$ cat src/rtl/fix_cmul_round_sat.sv
// ---------------------------------------------------------------------------
// fix_cmul_round_sat
//
// Post-multiplier stage of the FFT twiddle path. Four raw 64-bit products
// from Fix32_16mult instances (ar*br, ai*bi, ar*bi, ai*br) are combined into
// a complex product, rounded back to Q(32-FRAC).FRAC and buffered in a small
// show-ahead FIFO with a valid/ready output. The multipliers cannot be
// stalled, so operands are only accepted while the FIFO plus everything
// already in flight still fits. An accepted operand can then never find the
// FIFO full.
//
// Optional feature macro: FIX_CMUL_SAT_EN
//   defined   : results outside the 32-bit range clamp to 0x8000_0000 /
//               0x7FFF_FFFF and the entry's ovf flag is set.
//   undefined : results wrap (low 32 bits kept). ovf is tied 0.
//
// Ports
//   clk, rst            clock (rising edge), synchronous active-high reset
//   in_valid, in_ready  operands presented to the multipliers / credit
//   p_rr, p_ii          ar*br, ai*bi   (signed, 2*FRAC fractional bits)
//   p_ri, p_ir          ar*bi, ai*br
//   out_valid/out_ready FIFO head handshake
//   out_re, out_im      head result, signed Q(32-FRAC).FRAC
//   ovf                 head entry saturated (re or im)
//
// Timing: acceptance edge T -> FIFO write at edge T+MULT_LAT+2.
// ---------------------------------------------------------------------------

// Rounding/narrowing for one component (re or im) of the complex product.
// The input is the 65-bit S1 sum. Rounding is half-up (toward +inf) at bit
// FRAC-1, followed by an arithmetic shift right by FRAC.
module fix_cmul_rnd_lane #(
    parameter int FRAC = 16
) (
    input  logic [64:0] w,
    output logic [31:0] q,
    output logic        ovf
);
    // One extra bit of headroom: the 65-bit sum can reach 2^64-1, and
    // adding the rounding constant must not wrap.
    localparam logic [65:0] RND = 66'(1) << (FRAC - 1);

    logic        [65:0] biased;
    logic signed [65:0] shifted;

    assign biased  = {w[64], w} + RND;
    assign shifted = $signed(biased) >>> FRAC;

`ifdef FIX_CMUL_SAT_EN
    logic fits;

    // The value fits in 32 signed bits iff bits [65:31] are all sign copies.
    assign fits = (shifted[65:31] == '0) || (shifted[65:31] == '1);

    always_comb begin
        q   = shifted[31:0];
        ovf = 1'b0;
        if (!fits) begin
            ovf = 1'b1;
            q   = shifted[65] ? 32'h8000_0000 : 32'h7FFF_FFFF;
        end
    end
`else
    logic unused_hi;

    assign q         = shifted[31:0];
    assign ovf       = 1'b0;
    assign unused_hi = ^shifted[65:32];
`endif
endmodule

module fix_cmul_round_sat #(
    parameter int MULT_LAT = 3,
    parameter int FRAC     = 16,
    parameter int DEPTH    = 4
) (
    input  logic        clk,
    input  logic        rst,
    input  logic        in_valid,
    output logic        in_ready,
    input  logic [63:0] p_rr,
    input  logic [63:0] p_ii,
    input  logic [63:0] p_ri,
    input  logic [63:0] p_ir,
    output logic        out_valid,
    input  logic        out_ready,
    output logic [31:0] out_re,
    output logic [31:0] out_im,
    output logic        ovf
);
    localparam int AW = $clog2(DEPTH);
    localparam int CW = AW + 1;
`ifdef FIX_CMUL_SAT_EN
    localparam int EW = 65;   // {ovf, re, im}
`else
    localparam int EW = 64;   // {re, im}
`endif

    // ---------------------------------------------------------------
    // Accept and valid delay line matching the multiplier latency
    // ---------------------------------------------------------------
    logic                acc;
    logic [MULT_LAT-1:0] vld_pipe;
    logic                pv;

    assign acc = in_valid & in_ready;
    // The p_* inputs carry the accepted operands' products in this cycle.
    assign pv  = vld_pipe[MULT_LAT-1];

    always_ff @(posedge clk) begin
        if (rst) begin
            vld_pipe <= '0;
        end else begin
            vld_pipe[0] <= acc;
            for (int i = 1; i < MULT_LAT; i++) vld_pipe[i] <= vld_pipe[i-1];
        end
    end

    // ---------------------------------------------------------------
    // S1: complex combine (lane 0 = re, lane 1 = im), 65-bit exact
    // S2: rounded and narrowed results
    // ---------------------------------------------------------------
    logic             s1_v, s2_v;
    logic [1:0][64:0] s1_w;
    logic [1:0][31:0] rnd_q;
    logic [1:0]       rnd_ovf;
    logic [1:0][31:0] s2_q;
`ifdef FIX_CMUL_SAT_EN
    logic             s2_ovf;
`else
    logic             unused_ovf;
    assign unused_ovf = |rnd_ovf;
`endif

    always_ff @(posedge clk) begin
        if (rst) begin
            s1_v <= 1'b0;
            s2_v <= 1'b0;
            s1_w <= '0;
            s2_q <= '0;
`ifdef FIX_CMUL_SAT_EN
            s2_ovf <= 1'b0;
`endif
        end else begin
            s1_v <= pv;
            s2_v <= s1_v;
            // Products are only meaningful on pv. Anything else the
            // multipliers emit (idle or post-reset) is ignored here.
            if (pv) begin
                s1_w[0] <= {p_rr[63], p_rr} - {p_ii[63], p_ii};
                s1_w[1] <= {p_ri[63], p_ri} + {p_ir[63], p_ir};
            end
            if (s1_v) begin
                s2_q <= rnd_q;
`ifdef FIX_CMUL_SAT_EN
                s2_ovf <= |rnd_ovf;
`endif
            end
        end
    end

    for (genvar g = 0; g < 2; g++) begin : g_lane
        fix_cmul_rnd_lane #(.FRAC(FRAC)) u_lane (
            .w   (s1_w[g]),
            .q   (rnd_q[g]),
            .ovf (rnd_ovf[g])
        );
    end

    // ---------------------------------------------------------------
    // Output FIFO (show-ahead)
    // ---------------------------------------------------------------
    logic [EW-1:0] mem [DEPTH];
    logic [AW-1:0] wr_ptr, rd_ptr;
    logic [CW-1:0] count;
    logic [EW-1:0] entry, head;
    logic          push, pop;

`ifdef FIX_CMUL_SAT_EN
    assign entry = {s2_ovf, s2_q[0], s2_q[1]};
`else
    assign entry = {s2_q[0], s2_q[1]};
`endif

    assign push      = s2_v;
    assign out_valid = (count != '0);
    assign pop       = out_valid & out_ready;   // pop on empty is impossible
    assign head      = mem[rd_ptr];

    // Storage is not reset. The outputs below are gated by out_valid,
    // so stale contents are never visible.
    always_ff @(posedge clk) begin
        if (push) mem[wr_ptr] <= entry;
    end

    always_ff @(posedge clk) begin
        if (rst) begin
            wr_ptr <= '0;
            rd_ptr <= '0;
            count  <= '0;
        end else begin
            if (push) wr_ptr <= wr_ptr + 1'b1;   // wraps modulo DEPTH
            if (pop)  rd_ptr <= rd_ptr + 1'b1;
            count <= count + CW'(push) - CW'(pop);
        end
    end

    assign out_re = out_valid ? head[63:32] : '0;
    assign out_im = out_valid ? head[31:0]  : '0;
`ifdef FIX_CMUL_SAT_EN
    assign ovf    = out_valid & head[64];
`else
    assign ovf    = 1'b0;
`endif

    // ---------------------------------------------------------------
    // Credit: buffered plus in-flight results must stay below DEPTH.
    // Both terms are registered, so a pop this cycle only frees credit
    // next cycle. This keeps in_ready independent of out_ready.
    // ---------------------------------------------------------------
    int inflight;

    always_comb begin
        inflight = 0;
        for (int i = 0; i < MULT_LAT; i++) inflight = inflight + int'(vld_pipe[i]);
        inflight = inflight + int'(s1_v) + int'(s2_v);
    end

    assign in_ready = (int'(count) + inflight) < DEPTH;

    // The credit scheme guarantees that nothing is pushed into a full FIFO
    // unless the head leaves in the same cycle.
    a_no_overflow: assert property (@(posedge clk) disable iff (rst)
        !(push && !pop && (count == CW'(DEPTH))));

endmodule

$ cat config.mk
export PLATFORM = sky130hd
export DESIGN_NAME = fix_cmul_round_sat
export DESIGN_NICKNAME = d
export VERILOG_FILES = /design/src/rtl/fix_cmul_round_sat.sv
export SDC_FILE = /design/constraint.sdc
export NUM_CORES = 1
export LEC_CHECK = 0
export CAP_MARGIN = 25
export CORE_ASPECT_RATIO = 0.8
export CORE_MARGIN = 5
export CORE_UTILIZATION = 25
export CTS_CLUSTER_DIAMETER = 60
export DETAILED_ROUTE_END_ITERATION = 12
export PLACE_DENSITY = 0.5
export SLEW_MARGIN = 20
export SYNTH_ARGS = -nofsm -noshare
export SYNTH_HDL_FRONTEND = slang
export SYNTH_SLANG_ARGS = --single-unit
$ cat constraint.sdc
create_clock -name clk -period 5.65 [get_ports clk]
set_input_delay 1.13 -clock clk [delete_from_list [all_inputs] [get_ports clk]]
set_output_delay 1.13 -clock clk [all_outputs]
set_load 0.05 [all_outputs]
==> out/qor.log <==
INFO  run_status     outcome=finished, final reports clean
INFO  detailed_routing post_drt_wl_per_cell=18.1um
INFO  setup_path     timing.critical_path.arrival=3660ps
INFO  synth          synth_ff_type=sky130_fd_sc_hd__edfxtp_1
INFO  pwr            p_per_area=368nW/um^2
INFO  place          dp_hpwl=42.5mm
INFO  floorplanning  initial_core_util=0.252
INFO  synth          ys_async_sr_fraction=0
INFO  cts            clock_tree.htree_level_count=2
INFO  cts            post_cts_resized=0
INFO  timing         finalClockSkew=28.9ps
INFO  cts            clk_latency=570ps
INFO  cts            cts_made_buffers=44
INFO  place          gpl.final_weighted_congestion=0.833
INFO  detailed_routing drt_wl_total=56.5mm
INFO  synth          yosysWarnings=0
INFO  timing         slew_headroom=0.327
INFO  pwr            cellLeakagePower=9.01nW
INFO  detailed_routing drc_errors=0
INFO  detailed_routing total_iterations_of_the_first_detailed_routing_run=5
INFO  global_routing grt_pass1_wl=86.4mm
INFO  synth          mappedNetlistNets=2115
INFO  setup_path     setup.worst_path.end_class=output pin
INFO  timing         finalSetupViolations=0
INFO  setup_path     required=4520ps
INFO  floorplanning  die-width=328um
INFO  min_path       worst_hold_path_type=flop to flop
INFO  setup_path     critical_path_class=flop to output pin
INFO  timing         layout_min_cycle_time=4790ps
INFO  global_routing grt_pass1_vias=14.2k
INFO  detailed_routing vias_per_cell=4.59
INFO  floorplanning  vert_die_dim=265um
INFO  pwr            max-vdd-ir-drop=0.000214V
INFO  cts            clkSlewWorstSetupHoldPaths=50ps
INFO  timing         fmax=209MHz
INFO  timing         setup_total_negative_slack=0ps
INFO  cts            post_cts_buffers=0
INFO  finish         fill_cells=8050
INFO  setup_path     cpMostUsedCell=sky130_fd_sc_hd__fa_1
INFO  synth          postSynthRegisterBits=400
INFO  synth          synth-edff-count=256
INFO  global_routing grt_start_max_net_pins=98
INFO  finish         area_delta_synth_final=26.4%
INFO  detailed_routing drt-initial-drc-count=883
INFO  global_routing grt_use_total=0.126
INFO  job            max_cap_violations=0
INFO  global_routing globalRouteOverflowTotal=0
INFO  timing         finalHoldViolations=0
INFO  cts            cts-root-buf=sky130_fd_sc_hd__clkbuf_16
INFO  floorplanning  std_cell_rows=93
INFO  cts            maximum_clock_path_buffer_count=3
INFO  floorplanning  die-area=86900squm
INFO  finish         drive_gt1_frac=0.0872
INFO  timing         worst_hold_slack=481ps
INFO  synth          synthCells=1749
INFO  setup_path     cp_num_buf_inv=1
INFO  synth          ys_seq_area_frac=0.522
INFO  timing         layout_worst_path_cycle_share=0.848
INFO  detailed_routing detail-route-antenna-nets=0
INFO  cts            tritoncts=yes
INFO  timing         grt_setup_unrepaired=false
INFO  cts            clock_sink_count=400
INFO  finish         number_of_nets_in_the_finished_design=2362
INFO  setup_path     start_kind=flop
INFO  setup_path     cp_slowest_cell=sky130_fd_sc_hd__clkdlybuf4s50_1
INFO  floorplanning  fp.coreArea=80400squm
INFO  timing         report.final.slew_viol_count=0
INFO  synth          post_synth_num_cell_types=77
INFO  timing         tightest_slew=1010ps
INFO  setup_path     worstPathCellList=fa_1 -> fa_1 -> ha_1 -> and3_1 -> nor4_1 -> clkdlybuf4s50_1
INFO  synth          synth_area=20300squm
INFO  setup_path     critical_path.top_delay_family=adder cells
INFO  detailed_routing routed-via-count=14.3k
INFO  cts            cts_hold_buf=0
INFO  floorplanning  ios=327
INFO  finish         multi_input_comb_area=9120squm
INFO  synth          syn_area_per_cell=11.6squm
INFO  finish         layout.area.seq=10600squm
INFO  global_routing number_of_antenna_violations_at_the_first_check_in_global_routing=3
INFO  setup_path     path_max_fanout=32
INFO  place          numPortBuffers=261
INFO  setup_path     critical_path_s_largest_stage_delay=940ps
==> per-stage QoR <==
step / setup slack (ps) / total power [mW] / instance area (sq um) / util / std cells
after global routing: 606 / 9.88 / 25600 / 0.319 / 3123
final: 857 / 9.43 / 25600 / 0.319 / 3123
after floorplan: 1460 / 5.42 / 20300 / - / 1749
after global placement: 1150 / 6.55 / 24100 / 0.300 / 3042
after CTS: 717 / 9.59 / 25600 / 0.318 / 3121
after detailed placement: 1200 / 6.58 / 24100 / 0.300 / 3042
==> final timing paths <==
path                                  start          end  slack [ps]  cells past startpoint
worst min-delay path            vld_pipe[1]  vld_pipe[2]         480                      1
worst max register to register     count[1]     count[2]        2500                     11
worst max-delay path                   s1_v     in_ready         860                      6
worst min register to register  vld_pipe[1]  vld_pipe[2]         480                      1
==> cell usage in the layout (no fill, tap or decap), types with 45 or more instances in the layout <==
cell | Yosys | layout
sky130_fd_sc_hd__ha_1 | 103 | 103
sky130_fd_sc_hd__dfxtp_1 | 144 | 140
sky130_fd_sc_hd__a211oi_1 | 59 | 59
sky130_fd_sc_hd__a21oi_1 | 91 | 91
sky130_fd_sc_hd__mux4_2 | 64 | 64
sky130_fd_sc_hd__nor2_1 | 145 | 144
sky130_fd_sc_hd__and2_1 | 74 | 70
sky130_fd_sc_hd__xor2_1 | 70 | 70
sky130_fd_sc_hd__clkbuf_16 | 0 | 45
sky130_fd_sc_hd__edfxtp_1 | 256 | 256
sky130_fd_sc_hd__nand2_1 | 107 | 107
sky130_fd_sc_hd__o21ai_0 | 74 | 74
sky130_fd_sc_hd__clkdlybuf4s50_1 | 0 | 260
sky130_fd_sc_hd__inv_1 | 82 | 82
==> power by group <==
| part | internal (mW) | switching, mW |
|---|---|---|
| clock | 1.81 | 1.17 |
| sequential | 3.15 | 0.125 |
| combinational | 1.24 | 1.93 |
| total | 6.20 | 3.23 |
==> layer usage <==
metal  share of wire  wire length [um]  track usage
met5               0                 0            0
met4           0.017               978       0.0319
met3           0.038              2150       0.0158
met2            0.43             24400        0.188
met1            0.51             29000        0.193
==> cell usage after synthesis, types with 3 or more instances <==
cell type,count,area (sq um)
sky130_fd_sc_hd__a211o_1,4,35.0
sky130_fd_sc_hd__a211oi_1,59,443
sky130_fd_sc_hd__a21o_1,37,278
sky130_fd_sc_hd__a21oi_1,91,455
sky130_fd_sc_hd__a221o_1,4,40.0
sky130_fd_sc_hd__a22o_1,8,70.1
sky130_fd_sc_hd__a311oi_1,13,114
sky130_fd_sc_hd__a31oi_1,8,50.1
sky130_fd_sc_hd__a32o_1,5,50.1
sky130_fd_sc_hd__and2_1,74,463
sky130_fd_sc_hd__and3_1,33,206
sky130_fd_sc_hd__and4_1,5,43.8
sky130_fd_sc_hd__buf_1,12,45.0
sky130_fd_sc_hd__clkbuf_1,61,229
sky130_fd_sc_hd__dfxtp_1,144,2880
sky130_fd_sc_hd__edfxtp_1,256,7690
sky130_fd_sc_hd__fa_1,3,60.1
sky130_fd_sc_hd__ha_1,103,1290
sky130_fd_sc_hd__inv_1,82,308
sky130_fd_sc_hd__mux2i_1,22,220
sky130_fd_sc_hd__mux4_2,64,1440
sky130_fd_sc_hd__nand2_1,107,402
sky130_fd_sc_hd__nand2b_1,6,37.5
sky130_fd_sc_hd__nand3_1,43,215
sky130_fd_sc_hd__nand4_1,33,206
sky130_fd_sc_hd__nor2_1,145,544
sky130_fd_sc_hd__nor2b_1,9,56.3
sky130_fd_sc_hd__nor3_1,16,80.1
sky130_fd_sc_hd__nor4_1,4,25.0
sky130_fd_sc_hd__o2111a_1,3,33.8
sky130_fd_sc_hd__o2111ai_1,3,26.3
sky130_fd_sc_hd__o211a_1,3,30.0
sky130_fd_sc_hd__o211ai_1,8,60.1
sky130_fd_sc_hd__o21a_1,12,90.1
sky130_fd_sc_hd__o21ai_0,74,370
sky130_fd_sc_hd__o21ai_1,5,25.0
sky130_fd_sc_hd__o21bai_1,17,128
sky130_fd_sc_hd__o311ai_0,3,26.3
sky130_fd_sc_hd__o31ai_1,6,45.0
sky130_fd_sc_hd__or2_2,3,18.8
sky130_fd_sc_hd__or3_1,16,100
sky130_fd_sc_hd__xnor2_1,36,315
sky130_fd_sc_hd__xor2_1,70,613
==> cell families (layout without fill, tap and decap cells) <==
kind of cell | Yosys count | after routing | share of synthesized area
mux | 86 | 86 | 0.0820
simple gates | 510 | 510 | 0.125
xor+xnor | 106 | 106 | 0.0458
other cells | 1 | 3 | 0.000185
compound gates | 384 | 384 | 0.129
buf+inv | 156 | 436 | 0.0291
fa+ha+maj | 106 | 106 | 0.0666
flops | 400 | 400 | 0.522
==> state kept, by name (all words and copies together) (netlist names), named ones only <==
signal    cells
mem         256
s1_w         66
entry        64
count         3
vld_pipe      3
rd_ptr        2
wr_ptr        2
push          1
s1_v          1
==> layout make-up <==
type | instances | area share
tap | 1092 | 0.0534
multi-input combinational | 1193 | 0.356
inverter | 82 | 0.0120
clock inverter | 28 | 0.0141
antenna | 2 | 0.000195
sequential | 400 | 0.413
clock buffer | 51 | 0.0452
timing repair buffer | 275 | 0.106
Note: power is estimated with default switching activity, not from simulation.
